===== src/rtl/cp0_intc_timer_pkg.sv =====
`default_nettype none
// ============================================================================
// Module   : cp0_pkg
// Purpose  : CP0 register numbers, field positions and ExcCode values
// Revision : 1.0  initial release
// ============================================================================
package cp0_pkg;

  localparam logic [4:0] CP0_COUNT   = 5'd9;
  localparam logic [4:0] CP0_COMPARE = 5'd11;
  localparam logic [4:0] CP0_SR      = 5'd12;
  localparam logic [4:0] CP0_CAUSE   = 5'd13;
  localparam logic [4:0] CP0_EPC     = 5'd14;
  localparam logic [4:0] CP0_PRID    = 5'd15;

  localparam int IP_BASE = 10;
  localparam int TI_BIT  = 15;
  localparam int EXL_BIT = 1;
  localparam int IE_BIT  = 0;
  localparam int BD_BIT  = 31;

  localparam logic [4:0] EXC_INT  = 5'd0;
  localparam logic [4:0] EXC_ADEL = 5'd4;
  localparam logic [4:0] EXC_ADES = 5'd5;
  localparam logic [4:0] EXC_RI   = 5'd10;
  localparam logic [4:0] EXC_OV   = 5'd12;

  // A delay-slot victim restarts at the branch, one word earlier.
  function automatic logic [31:0] epc_of(input logic [31:0] pc, input logic bd);
    logic [31:0] aligned;
    aligned = {pc[31:2], 2'b00};
    return bd ? (aligned - 32'd4) : aligned;
  endfunction

endpackage
`default_nettype wire


===== src/rtl/cp0_timer.sv =====
`default_nettype none
// ============================================================================
// Module   : cp0_timer
// Purpose  : Count/Compare timer; TI raised when Count reaches an armed Compare
// Revision : 1.0  initial release
// ============================================================================
module cp0_timer
  import cp0_pkg::*;
(
  input  logic        clk,
  input  logic        reset,
  input  logic        count_we,
  input  logic        compare_we,
  input  logic [31:0] wr_data,
  output logic [31:0] count,
  output logic [31:0] compare,
  output logic        ti
);

  logic [31:0] r_count;
  logic [31:0] r_compare;
  logic        r_armed;
  logic        r_ti;
  logic [31:0] w_count_inc;

  assign w_count_inc = r_count + 32'd1;

  always_ff @(posedge clk or posedge reset) begin
    if (reset) begin
      r_count   <= 32'd0;
      r_compare <= 32'd0;
      r_armed   <= 1'b0;
      r_ti      <= 1'b0;
    end else begin
      r_count <= count_we ? wr_data : w_count_inc;
      if (compare_we) begin
        r_compare <= wr_data;
        r_armed   <= 1'b1;
      end
      // A Compare write acknowledges the timer and beats a same-cycle match.
      if (compare_we)
        r_ti <= 1'b0;
      else if (r_armed && !count_we && (w_count_inc == r_compare))
        r_ti <= 1'b1;
    end
  end

  assign count   = r_count;
  assign compare = r_compare;
  assign ti      = r_ti;

endmodule
`default_nettype wire


===== src/rtl/cp0_intc_timer.sv =====
`default_nettype none
// ============================================================================
// Module   : cp0_intc_timer
// Purpose  : CP0 (SR/Cause/EPC/PRId) with interrupt controller and timer on IP7
// Revision : 1.0  initial release
// ============================================================================
module cp0_intc_timer
  import cp0_pkg::*;
#(
  parameter int          NUM_HWINT  = 5,
  parameter bit          HWINT_EDGE = 1'b0,
  parameter logic [31:0] PRID       = 32'h1737_3552
) (
  input  logic                 clk,
  input  logic                 reset,
  input  logic [4:0]           rd_addr,
  output logic [31:0]          rd_data,
  input  logic                 we,
  input  logic [4:0]           wr_addr,
  input  logic [31:0]          wr_data,
  input  logic [NUM_HWINT-1:0] hw_int,
  input  logic                 exc_enter,
  input  logic [4:0]           exc_code,
  input  logic [31:0]          exc_pc,
  input  logic                 exc_bd,
  input  logic                 eret,
  output logic                 int_req,
  output logic [31:0]          epc,
  output logic                 exl
);

  logic        w_mtc0;
  logic        w_wr_sr;
  logic        w_wr_epc;
  logic [31:0] w_count;
  logic [31:0] w_compare;
  logic        w_ti;
  logic [4:0]  w_ip_hw;
  logic [5:0]  w_ip;

  logic [5:0]  r_im;
  logic        r_ie;
  logic        r_exl;
  logic        r_bd;
  logic [4:0]  r_exc_code;
  logic [31:0] r_epc;

  // Exception entry drops any mtc0 issued in the same cycle.
  assign w_mtc0   = we & ~exc_enter;
  assign w_wr_sr  = w_mtc0 && (wr_addr == CP0_SR);
  assign w_wr_epc = w_mtc0 && (wr_addr == CP0_EPC);

  cp0_timer u_timer (
    .clk        (clk),
    .reset      (reset),
    .count_we   (w_mtc0 && (wr_addr == CP0_COUNT)),
    .compare_we (w_mtc0 && (wr_addr == CP0_COMPARE)),
    .wr_data    (wr_data),
    .count      (w_count),
    .compare    (w_compare),
    .ti         (w_ti)
  );

  for (genvar i = 0; i < 5; i++) begin : g_hwint
    if (i < NUM_HWINT) begin : g_used
      logic r_ip;
      if (HWINT_EDGE) begin : g_edge
        logic r_prev;
        always_ff @(posedge clk or posedge reset) begin
          if (reset) begin
            r_prev <= 1'b0;
            r_ip   <= 1'b0;
          end else begin
            r_prev <= hw_int[i];
            if (hw_int[i] && !r_prev)
              r_ip <= 1'b1;
            else if (w_mtc0 && (wr_addr == CP0_CAUSE) && !wr_data[IP_BASE+i])
              r_ip <= 1'b0;
          end
        end
      end else begin : g_level
        always_ff @(posedge clk or posedge reset) begin
          if (reset)
            r_ip <= 1'b0;
          else
            r_ip <= hw_int[i];
        end
      end
      assign w_ip_hw[i] = r_ip;
    end else begin : g_unused
      assign w_ip_hw[i] = 1'b0;
    end
  end

  assign w_ip = {w_ti, w_ip_hw};

  always_ff @(posedge clk or posedge reset) begin
    if (reset) begin
      r_im       <= 6'd0;
      r_ie       <= 1'b0;
      r_exl      <= 1'b0;
      r_bd       <= 1'b0;
      r_exc_code <= 5'd0;
      r_epc      <= 32'd0;
    end else if (exc_enter) begin
      r_exc_code <= exc_code;
      // Nested entry keeps the original return context.
      if (!r_exl) begin
        r_epc <= epc_of(exc_pc, exc_bd);
        r_bd  <= exc_bd;
        r_exl <= 1'b1;
      end
    end else begin
      if (eret)
        r_exl <= 1'b0;
      else if (w_wr_sr)
        r_exl <= wr_data[EXL_BIT];
      if (w_wr_sr) begin
        r_im <= wr_data[IP_BASE+5:IP_BASE];
        r_ie <= wr_data[IE_BIT];
      end
      if (w_wr_epc)
        r_epc <= {wr_data[31:2], 2'b00};
    end
  end

  always_comb begin
    rd_data = 32'd0;
    case (rd_addr)
      CP0_COUNT:   rd_data = w_count;
      CP0_COMPARE: rd_data = w_compare;
      CP0_SR:      rd_data = {16'd0, r_im, 8'd0, r_exl, r_ie};
      CP0_CAUSE:   rd_data = {r_bd, 15'd0, w_ip, 3'd0, r_exc_code, 2'b00};
      CP0_EPC:     rd_data = r_epc;
      CP0_PRID:    rd_data = PRID;
      default:     rd_data = 32'd0;
    endcase
  end

  assign int_req = r_ie & ~r_exl & (|(w_ip & r_im));
  assign epc     = r_epc;
  assign exl     = r_exl;

endmodule
`default_nettype wire


===== config.mk =====
export PLATFORM = sky130hd
export DESIGN_NAME = cp0_intc_timer
export DESIGN_NICKNAME = d
export VERILOG_FILES = /design/src/rtl/cp0_intc_timer_pkg.sv /design/src/rtl/cp0_timer.sv /design/src/rtl/cp0_intc_timer.sv
export SDC_FILE = /design/constraint.sdc
export NUM_CORES = 1
export LEC_CHECK = 0
export CAP_MARGIN = 20
export CORE_ASPECT_RATIO = 0.6
export CORE_MARGIN = 2
export CORE_UTILIZATION = 47
export CTS_CLUSTER_DIAMETER = 80
export CTS_CLUSTER_SIZE = 24
export DETAILED_ROUTE_END_ITERATION = 7
export PLACE_DENSITY = 0.86
export REMOVE_ABC_BUFFERS = 1
export SYNTH_ARGS = -nofsm -noshare
export SYNTH_HDL_FRONTEND = slang
export SYNTH_SLANG_ARGS = --single-unit

===== constraint.sdc =====
create_clock -name clk -period 4 [get_ports clk]
set_input_delay 1 -clock clk [delete_from_list [all_inputs] [get_ports clk]]
set_output_delay 1 -clock clk [all_outputs]
set_load 0.05 [all_outputs]

==> results of run 1 <==
[worst max path at each step]
stage               startpoint  cells past startpoint  slack, ns     endpoint
CTS                 rd_addr[3]                      9      0.008  rd_data[11]
global route        rd_addr[3]                      9      0.009  rd_data[14]
floorplan           rd_addr[3]                      5      -0.67   rd_data[2]
finish              rd_addr[3]                      9       0.15  rd_data[14]
global placement    rd_addr[3]                      9       0.07  rd_data[11]
detailed placement  rd_addr[3]                      9       0.01  rd_data[11]
[synthesized netlist by cell type (all sizes together), types with 2 or more instances]
cell type | number | area share (%)
o22ai | 2 | 0.17
or4 | 3 | 0.42
a21oi | 50 | 3.5
o221ai | 2 | 0.24
mux2 | 49 | 7.7
a21o | 2 | 0.21
a311oi | 3 | 0.36
nor2b | 4 | 0.35
a31oi | 2 | 0.17
ha | 2 | 0.35
and3 | 8 | 0.69
nand3b | 3 | 0.31
mux2i | 7 | 0.97
a32o | 2 | 0.28
o2111ai | 3 | 0.36
and2 | 3 | 0.26
or3 | 10 | 0.94
and4 | 6 | 0.73
nand4 | 13 | 1.4
a22oi | 13 | 1.4
dfrtp | 115 | 40
nand2 | 72 | 3.7
nand3 | 29 | 2.2
a211oi | 3 | 0.31
nor3 | 18 | 1.7
clkbuf | 36 | 1.9
xor2 | 30 | 3.6
buf | 17 | 1.5
a221o | 14 | 1.9
xnor2 | 43 | 5.2
nor2 | 47 | 2.4
o21ai | 58 | 4.1
a32oi | 3 | 0.36
nor4 | 14 | 1.8
a221oi | 7 | 0.85
nand2b | 5 | 0.43
or4b | 2 | 0.28
nor3b | 9 | 0.94
o211ai | 4 | 0.42
inv | 9 | 0.47
a22o | 31 | 3.8
[cell type report]
class	instances	area share (%)
multi-input cells	588	41.1
inverters	9	0.365
diodes	1	0.0252
flip-flops and latches	115	28.9
clock buffers	21	4.63
clock inverters	11	1.53
well taps	203	2.55
repair buffers	178	20.9
[registers in the layout, summed over array words and instances (netlist names)]
signal / cells
epc: 30
exl: 1
g_hwint.g_used.r_ip: 5
r_bd: 1
r_exc_code: 5
r_ie: 1
r_im: 6
u_timer.compare: 32
u_timer.count: 32
u_timer.r_armed: 1
u_timer.ti: 1
[layer usage]
layer / global-route usage [%] / vias to the layer above
li1: - / 3134
met2: 42.7 / 440
met5: 0 / -
met3: 8.39 / 44
met4: 9.24 / 0
met1: 45.2 / 3406
[logic make-up after synthesis]
logic type	count (synthesis)	synth area share, %
AND/OR/NAND/NOR	249	19.1
other	1	0.0520
AO/OA/AOI/OAI	206	19.2
flip-flops	115	39.9
buffers and inverters	62	3.80
multiplexers	56	8.63
XOR/XNOR	73	8.87
adder cells (fa/ha/maj)	2	0.347
[power groups by stage]
stage	Combinational [mW]	Clock, mW	Sequential, mW
2_1_floorplan	0.675	0	1.82
3_3_place_gp	1.34	0	1.69
3_5_place_dp	1.37	0	1.71
4_1_cts	1.39	1.59	1.70
5_1_grt	1.48	1.64	1.74
6_report	1.40	1.58	1.72
[timing repair]
item,in CTS,in global routing
gates resized for setup,0,2
endpoints found under the setup margin,0,7
hold buffers,0,0
endpoints found under the hold margin,0,0
[worst register-to-register path: stages (launching register included)]
cell,delay [ns]
dfrtp_1,0.49
ha_1,0.31
nand3_1,0.23
nor3_2,0.58
nand4_1,0.27
xnor2_1,0.34
xor2_1,0.19
o2111ai_1,0.19
a2111oi_0,0.41
a32o_1,0.23
==> flow_summary.ini, run 1 <==
[outcome]
status = completed

[worst_setup_path]
crit_arrival_ns = 2.85
r2r-end = u_timer.ti
start_kind = input port
cp_top_family = buffers and inverters
rr_startpoint = u_timer.count[0]
crit_path_frequent_cell = buf_12
crit_fanout = 24
reg2reg_depth = 9
crit_path_end_kind = output pin
path_buf_inv = 3
worstSetupPathType = in -> out
required_ns = 3.00
crit_chain = clkdlybuf4s50_1 > nor2b_2 > nand2_1 > nor2_2 > buf_12 > a22o_1 > a211oi_1 > a21oi_1 > buf_12
rrSetupSlack_ns = 0.68
max_stage_delay_ns = 0.44
cp_slowest_cell = clkdlybuf4s50_1

[yosys]
synth_edf_count = 0
synth-async-reset-ratio_pct = 100
yosysSeqAreaShare_pct = 39.9
syn_inst = 764
synth_seq_cells = 115
ys_types = 65
ys.flop_type = dfrtp_1
syn-cell-area_um2 = 7210
synth.avg_cell_area_um2 = 9.43
yosys_warnings = 0

[place]
portBuffers = 151
dp_hpwl_mm = 17.1
place_area_um2 = 9320
gp_routability_congestion = 1.00
dp.cells = 1093
place_ws_ns = 0.0140

[layout]
finish.utilization_pct = 65.6
fin_nets = 1001
multi_input_area_um2 = 4090
fill_cells = 1173
layout_common_cells = clkdlybuf4s50_1 (117), dfrtp_1 (115), nand2_1 (72), o21ai_0 (57)
design_area_um2 = 9940
layoutNonFillerInstCount = 1126
regArea_um2 = 2880
area_growth_pct = 38.0
drive_gt1_share_pct = 18.1
layout_commonest_cell = clkdlybuf4s50_1

[worst_hold_path]
hp-start = u_timer.r_armed
hold_depth = 1
hold_class = reg -> reg
whs_endpoint = u_timer.r_armed

[clock_network]
cts_setup_buffers = 0
clock_latency_ns = 0.42
clock_path_buffers = 2
h-tree-depth = 4
clockRootBuffer = clkbuf_16
cts_buffers = 17
clock-sinks = 115
cts_tree = done
cts.clk_slew.worst_paths_ns = 0.05

[global_route]
antenna_found_initial = 1
grtUsageTotal_pct = 30.3
grt_start_max_net_pins = 63
grt_pass1_wl_mm = 37.7
grt_pass1_vias = 6798
overflow = 0

[pwr]
pwr-share-comb_pct = 29.8
ir_drop_uv = 228
p_total_mw = 4.70
p_seq_share_pct = 36.5
p_clk_share_pct = 33.7
switching_share_pct = 36.5
power.switching_mw = 1.71
power.density_nw_per_um2 = 473
power_leakage_nw = 3.98
intPower_mw = 2.99

[sta]
slew_violations = 0
maxSlewHeadroom_pct = 40.4
finalCritPeriodShare_pct = 96.2
clock_skew_ns = 0.00817
finalHoldViolations = 0
fmax_ghz = 0.260
rsz0062_at_grt = false
tightest_slew_ns = 0.892
min_period_ns = 3.85
setup_viol = 0
fin_setup_tns_ns = 0
fin_hold_ws_ns = 0.492
layout_setup_ws_ns = 0.151

[floorplanning]
die-width_um = 164
start_util_pct = 47.6
ios = 156
die_area_um2 = 16400
die_y_um = 99.9
core_area_um2 = 15200
fp-row-count = 35

[detailed_routing]
dr.first_iter.drc_count = 838
routed_via_density = 6.24
wirelength_met1_mm = 10.9
drc = 0
finalWirelength_mm = 24.4
top_layer = met4
wl_per_cell_um = 21.7
ant_nets = 0
drt_first_pass_iters = 5
vias = 7024
wl_met2_mm = 10.0
dr_wl_met3_mm = 3.06

[job]
maxCapViolCount = 0
Power figures use the tool's default switching activity.
==> run 2: changes to the inputs <==
--- a/config.mk
+++ b/config.mk
@@ -5,15 +5,16 @@
 export SDC_FILE = /design/constraint.sdc
 export NUM_CORES = 1
 export LEC_CHECK = 0
-export CAP_MARGIN = 20
+export CAP_MARGIN = 15
 export CORE_ASPECT_RATIO = 0.6
 export CORE_MARGIN = 2
 export CORE_UTILIZATION = 47
 export CTS_CLUSTER_DIAMETER = 80
 export CTS_CLUSTER_SIZE = 24
 export DETAILED_ROUTE_END_ITERATION = 7
-export PLACE_DENSITY = 0.86
+export PLACE_DENSITY = 0.85
 export REMOVE_ABC_BUFFERS = 1
 export SYNTH_ARGS = -nofsm -noshare
 export SYNTH_HDL_FRONTEND = slang
+export SYNTH_HIERARCHICAL = 1
 export SYNTH_SLANG_ARGS = --single-unit
==> run 2 against run 1 <==
Utilization up 0.058 points. Critical path depth down 1. Synthesized cell count up 2.9%. Maximum frequency up 1.2%. Sequential share of layout area down 0.76 points. Critical path type unchanged. Critical endpoint is now rd_data[15]. Highest routed layer is now met5.
==> flow_summary.ini, run 2 <==
[pwr]
ir_drop_uv = 279
power_leakage_nw = 4.17
p_seq_share_pct = 36.3
power.switching_mw = 1.71
intPower_mw = 3.06
switching_share_pct = 35.9
p_clk_share_pct = 34.9
power.density_nw_per_um2 = 467
pwr-share-comb_pct = 28.8

[layout]
layout_commonest_cell = clkdlybuf4s50_1
multi_input_area_um2 = 4330
insertedDiodeCount = 0
fill_cells = 1159
regArea_um2 = 2880
area_growth_pct = 35.2
layoutNonFillerInstCount = 1141
drive_gt1_share_pct = 18.4
layout_common_cells = clkdlybuf4s50_1 (119), dfrtp_1 (115), nand2_1 (84), mux2_2 (56), o21ai_0 (46)
fin_nets = 1017

[yosys]
synthTopCellsByCount = dfrtp_1 (115), nand2_1 (84), mux2_2 (56)
yosysMostFrequentCell = dfrtp_1
synth-compound-area-share_pct = 13.5
synth_top_area_share_pct = 38.1
synthAdderAreaFrac_pct = 0.331
synth_top_family_by_area = simple AND/OR/NAND/NOR gates
synth-simple-area-share_pct = 21.8
synthXorXnorAreaFrac_pct = 11.7
synthMuxAreaShare_pct = 9.43
syn-cell-area_um2 = 7550
yosys_warnings = 6
syn_inst = 786
yosysSeqAreaShare_pct = 38.1
synth_area_leader_cell = dfrtp_1
synth.avg_cell_area_um2 = 9.61
synth-async-reset-ratio_pct = 100
synth_edf_count = 0
ys.flop_type = dfrtp_1
ys_types = 79
synth_area_leaders = dfrtp_1 (38%), mux2_2 (8.3%), xor2_1 (5.0%), nand2_1 (4.2%), xnor2_1 (3.7%)
synth_seq_cells = 115

[sta]
maxSlewHeadroom_pct = 41.3
slew_violations = 0
min_period_ns = 3.80
setup_viol = 0
finalHoldViolations = 0
fin_hold_ws_ns = 0.490
rsz0062_at_grt = false
tightest_slew_ns = 0.879
finalCritPeriodShare_pct = 95.1
fmax_ghz = 0.263
clock_skew_ns = 0.00953

[detailed_routing]
wl_per_cell_um = 23.4
ant_nets = 0
drc = 0
drt_first_pass_iters = 6
vias = 7367
dr.first_iter.drc_count = 1030
finalWirelength_mm = 26.6
routed_via_density = 6.46

[clock_network]
cts_resized = 0
cts_tree = done
cts.clk_slew.worst_paths_ns = 0.06
clock-sinks = 115
h-tree-depth = 4
clock_latency_ns = 0.43
clock_path_buffers = 2
cts_buffers = 17
hold_buffers = 0
cts_setup_buffers = 0
clockRootBuffer = clkbuf_16

[floorplanning]
start_util_pct = 48.6
die-width_um = 168
fp-row-count = 35
core_area_um2 = 15500
ios = 156
die_area_um2 = 17100
die_y_um = 102

[worst_setup_path]
crit_chain = clkdlybuf4s50_1 > nand2b_1 > nor4b_2 > buf_4 > buf_4 > a22oi_1 > nand2_1 > buf_12
crit_arrival_ns = 2.80
worstSetupPathType = in -> out
required_ns = 3.00
crit_fanout = 9
start_kind = input port
max_stage_delay_ns = 0.46
crit_path_end_kind = output pin
path_buf_inv = 4
crit_path_frequent_cell = buf_4
cp_slowest_cell = clkdlybuf4s50_1
rrSetupSlack_ns = 0.72
cp_top_family = buffers and inverters

[job]
maxCapViolCount = 0

[place]
dp_hpwl_mm = 19.1
portBuffers = 151
gp_routability_congestion = 0.965
dp.cells = 1108

[global_route]
grt_start_max_net_pins = 53
antenna_found_initial = 0
grt_pass1_vias = 7060
grtUsageTotal_pct = 32.1
overflow = 0
grt_pass1_wl_mm = 41.2

[worst_hold_path]
hold_class = reg -> reg

[outcome]
status = completed
run 2: cells by family (layout without fill, tap and decap cells):
logic type / Yosys count / after routing
multiplexers: 64 / 64
XOR/XNOR: 85 / 85
AND/OR/NAND/NOR: 294 / 294
buffers and inverters: 78 / 229
adder cells (fa/ha/maj): 2 / 2
AO/OA/AOI/OAI: 147 / 147
other: 1 / 2
flip-flops: 115 / 115
run 2: worst paths after layout:
path	depth (start not counted)	end	start
max in group asynchronous	3	u_timer/count[15]	reset
setup reg to reg	8	u_timer/ti	u_timer/count[0]
hold / removal	1	u_timer/r_armed	u_timer/r_armed
setup / recovery	8	rd_data[15]	rd_addr[4]
hold reg to reg	1	u_timer/r_armed	u_timer/r_armed
min in group asynchronous	2	g_hwint[2].g_used.r_ip	reset
run 2: power by group through the flow:
| stage | clock, mW | sequential (mW) | combinational [mW] |
|---|---|---|---|
| finish | 1.67 | 1.73 | 1.37 |
| CTS | 1.65 | 1.71 | 1.35 |
| floorplan | 0 | 1.83 | 0.673 |
| global placement | 0 | 1.72 | 1.31 |
| detailed placement | 0 | 1.73 | 1.34 |
| global route | 1.71 | 1.77 | 1.46 |
run 2: cell type report:
type | count | area share [%]
multi-input combinational | 594 | 42.4
timing repair buffer | 173 | 19.9
clock inverter | 14 | 2.00
sequential | 115 | 28.2
clock buffer | 18 | 4.20
inverter | 24 | 0.882
tap | 203 | 2.49
run 2: through the flow:
stage	utilization, %	worst slack (ns)	total power [mW]	setup TNS [ns]	instance area [um2]
after floorplan	-	-1.85	2.50	-100.31	7260
after global placement	61.5	0.236	3.03	0	9560
after detailed placement	61.5	0.232	3.06	0	9560
after CTS	65.6	0.218	4.72	0	10200
after global routing	65.7	0.0880	4.93	0	10200
final	65.7	0.196	4.77	0	10200
run 2: per-layer routing:
layer | GRT usage, % | routed length [um] | share of wire [%] | up-vias
li1 | - | - | - | 3177
met1 | 44.1 | 10900 | 41 | 3507
met2 | 46.6 | 10800 | 40 | 606
met3 | 13.4 | 4300 | 16 | 75
met4 | 9.70 | 668 | 2.5 | 2
met5 | 0 | 18 | 0.068 | -
==> run 3: changes to the inputs <==
--- a/config.mk
+++ b/config.mk
@@ -9,6 +9,7 @@
 export CORE_ASPECT_RATIO = 0.6
 export CORE_MARGIN = 2
 export CORE_UTILIZATION = 47
+export CTS_BUF_LIST = sky130_fd_sc_hd__clkbuf_4 sky130_fd_sc_hd__clkbuf_8 sky130_fd_sc_hd__clkbuf_16
 export CTS_CLUSTER_DIAMETER = 80
 export CTS_CLUSTER_SIZE = 24
 export DETAILED_ROUTE_END_ITERATION = 7
==> run 3 against run 2 <==
Cell area barely moved. Die area unchanged. Critical endpoint is now rd_data[9]. Clock power hardly changed. Count of clock-buffer cells in the layout stayed put. The run now ends with design-rule violations left. Combinational power about the same. Via count rose by 0.86%. Largest cell class unchanged. First-iteration DRC count is 2.3% lower. Flip-flop and latch count did not move.
==> flow_summary.ini, run 3 (synthesis results as in run 2) <==
[sta]
fin_hold_ws_ns = 0.490
finalHoldViolations = 0
rsz0062_at_grt = false
setup_viol = 0
tightest_slew_ns = 0.882
min_period_ns = 3.81
fin_setup_tns_ns = 0
slew_violations = 0
clock_skew_ns = 0.0115
finalCritPeriodShare_pct = 95.1
fmax_ghz = 0.263
maxSlewHeadroom_pct = 41.1
layout_setup_ws_ns = 0.195

[pwr]
power_leakage_nw = 4.18
p_total_mw = 4.78
ir_drop_uv = 276
power.density_nw_per_um2 = 468

[worst_setup_path]
cp_slowest_cell = clkdlybuf4s50_1
crit_arrival_ns = 2.81
max_stage_delay_ns = 0.52
crit_chain = clkdlybuf4s50_1 > nand2b_1 > nor4b_2 > buf_4 > buf_4 > a222oi_1 > inv_1 > buf_12
required_ns = 3.00
crit_fanout = 11
crit_path_frequent_cell = buf_4
worstSetupPathType = in -> out
crit_path_end_kind = output pin
start_kind = input port

[detailed_routing]
routed_via_density = 6.51
ant_nets = 0
vias = 7430
wl_per_cell_um = 23.6
finalWirelength_mm = 26.9
dr_wl_met3_mm = 4.30
dr.first_iter.drc_count = 1006
top_layer = met4
wl_met2_mm = 11.0
drt_first_pass_iters = 8
wirelength_met1_mm = 10.9
drc = 2

[clock_network]
cts_tree = done
cts_buffers = 17
cts_setup_buffers = 0
clock-sinks = 115
cts_resized = 0
clock_path_buffers = 2
clockRootBuffer = clkbuf_16
cts.clk_slew.worst_paths_ns = 0.05
h-tree-depth = 4
clock_latency_ns = 0.43
hold_buffers = 0

[outcome]
status = complete, but fails checks
violations = design-rule violations

[floorplanning]
start_util_pct = 48.6
ios = 156
die_area_um2 = 17100
core_area_um2 = 15500
die_y_um = 102
fp-row-count = 35
die-width_um = 168

[global_route]
overflow = 0
grt_start_max_net_pins = 53
antenna_found_initial = 0
grtUsageTotal_pct = 32.2
grt_pass1_vias = 7089
grt_pass1_wl_mm = 41.4

[place]
dp_hpwl_mm = 19.1
dp.cells = 1108
gp_routability_congestion = 0.965
portBuffers = 151
place_area_um2 = 9560
place_ws_ns = 0.232

[layout]
layout_common_cells = clkdlybuf4s50_1 (119), dfrtp_1 (115), nand2_1 (84), mux2_2 (56), o21ai_0 (46)
layout_commonest_cell = clkdlybuf4s50_1
finish.utilization_pct = 65.7
insertedDiodeCount = 0
area_growth_pct = 35.3
design_area_um2 = 10200
drive_gt1_share_pct = 18.6
layoutNonFillerInstCount = 1141
fin_nets = 1017

[worst_hold_path]
hold_class = reg -> reg

[job]
maxCapViolCount = 0
-- run 3: cell counts in the layout (fill, tap and decap cells not counted) --
No cell type changed its count.
-- run 3: layer usage --
metal	vias to the layer above	global-route usage, %
met4	0	10.1
li1	3180	-
met5	-	0
met3	67	13.4
met2	621	46.7
met1	3562	44.2
-- run 3: area by class of cell --
cell class | count | area (um2)
fillers | 1158 | 5330
multi-input cells | 594 | 4330
flip-flops and latches | 115 | 2880
repair buffers | 173 | 2030
clock buffers | 18 | 433
well taps | 203 | 254
clock inverters | 14 | 204
inverters | 24 | 90.1
-- run 3: path summary, 6_finish.rpt --
check / start / to / slack, ns / cells after the start
min in group asynchronous: reset / g_hwint[1].g_used.r_ip / 0.98 / 2
max in group asynchronous: reset / u_timer/count[7] / 2.26 / 3
worst max register to register: u_timer/count[0] / u_timer/ti / 0.73 / 8
worst min register to register: u_timer/r_armed / u_timer/r_armed / 0.49 / 1
worst min-delay path: u_timer/r_armed / u_timer/r_armed / 0.49 / 1
worst max-delay path: rd_addr[4] / rd_data[9] / 0.19 / 8
-- run 3: critical path, delay by kind of cell --
| kind | cells | cell delay (ns) |
|---|---|---|
| AO/OA/AOI/OAI | 1 | 0.35 |
| buffers and inverters | 5 | 1.16 |
| AND/OR/NAND/NOR | 2 | 0.29 |
-- run 3: report_power, final --
part | leakage [nW] | switching, mW | internal [mW]
Clock | 0.301 | 0.609 | 1.06
Combinational | 2.47 | 0.741 | 0.637
Sequential | 1.40 | 0.368 | 1.37
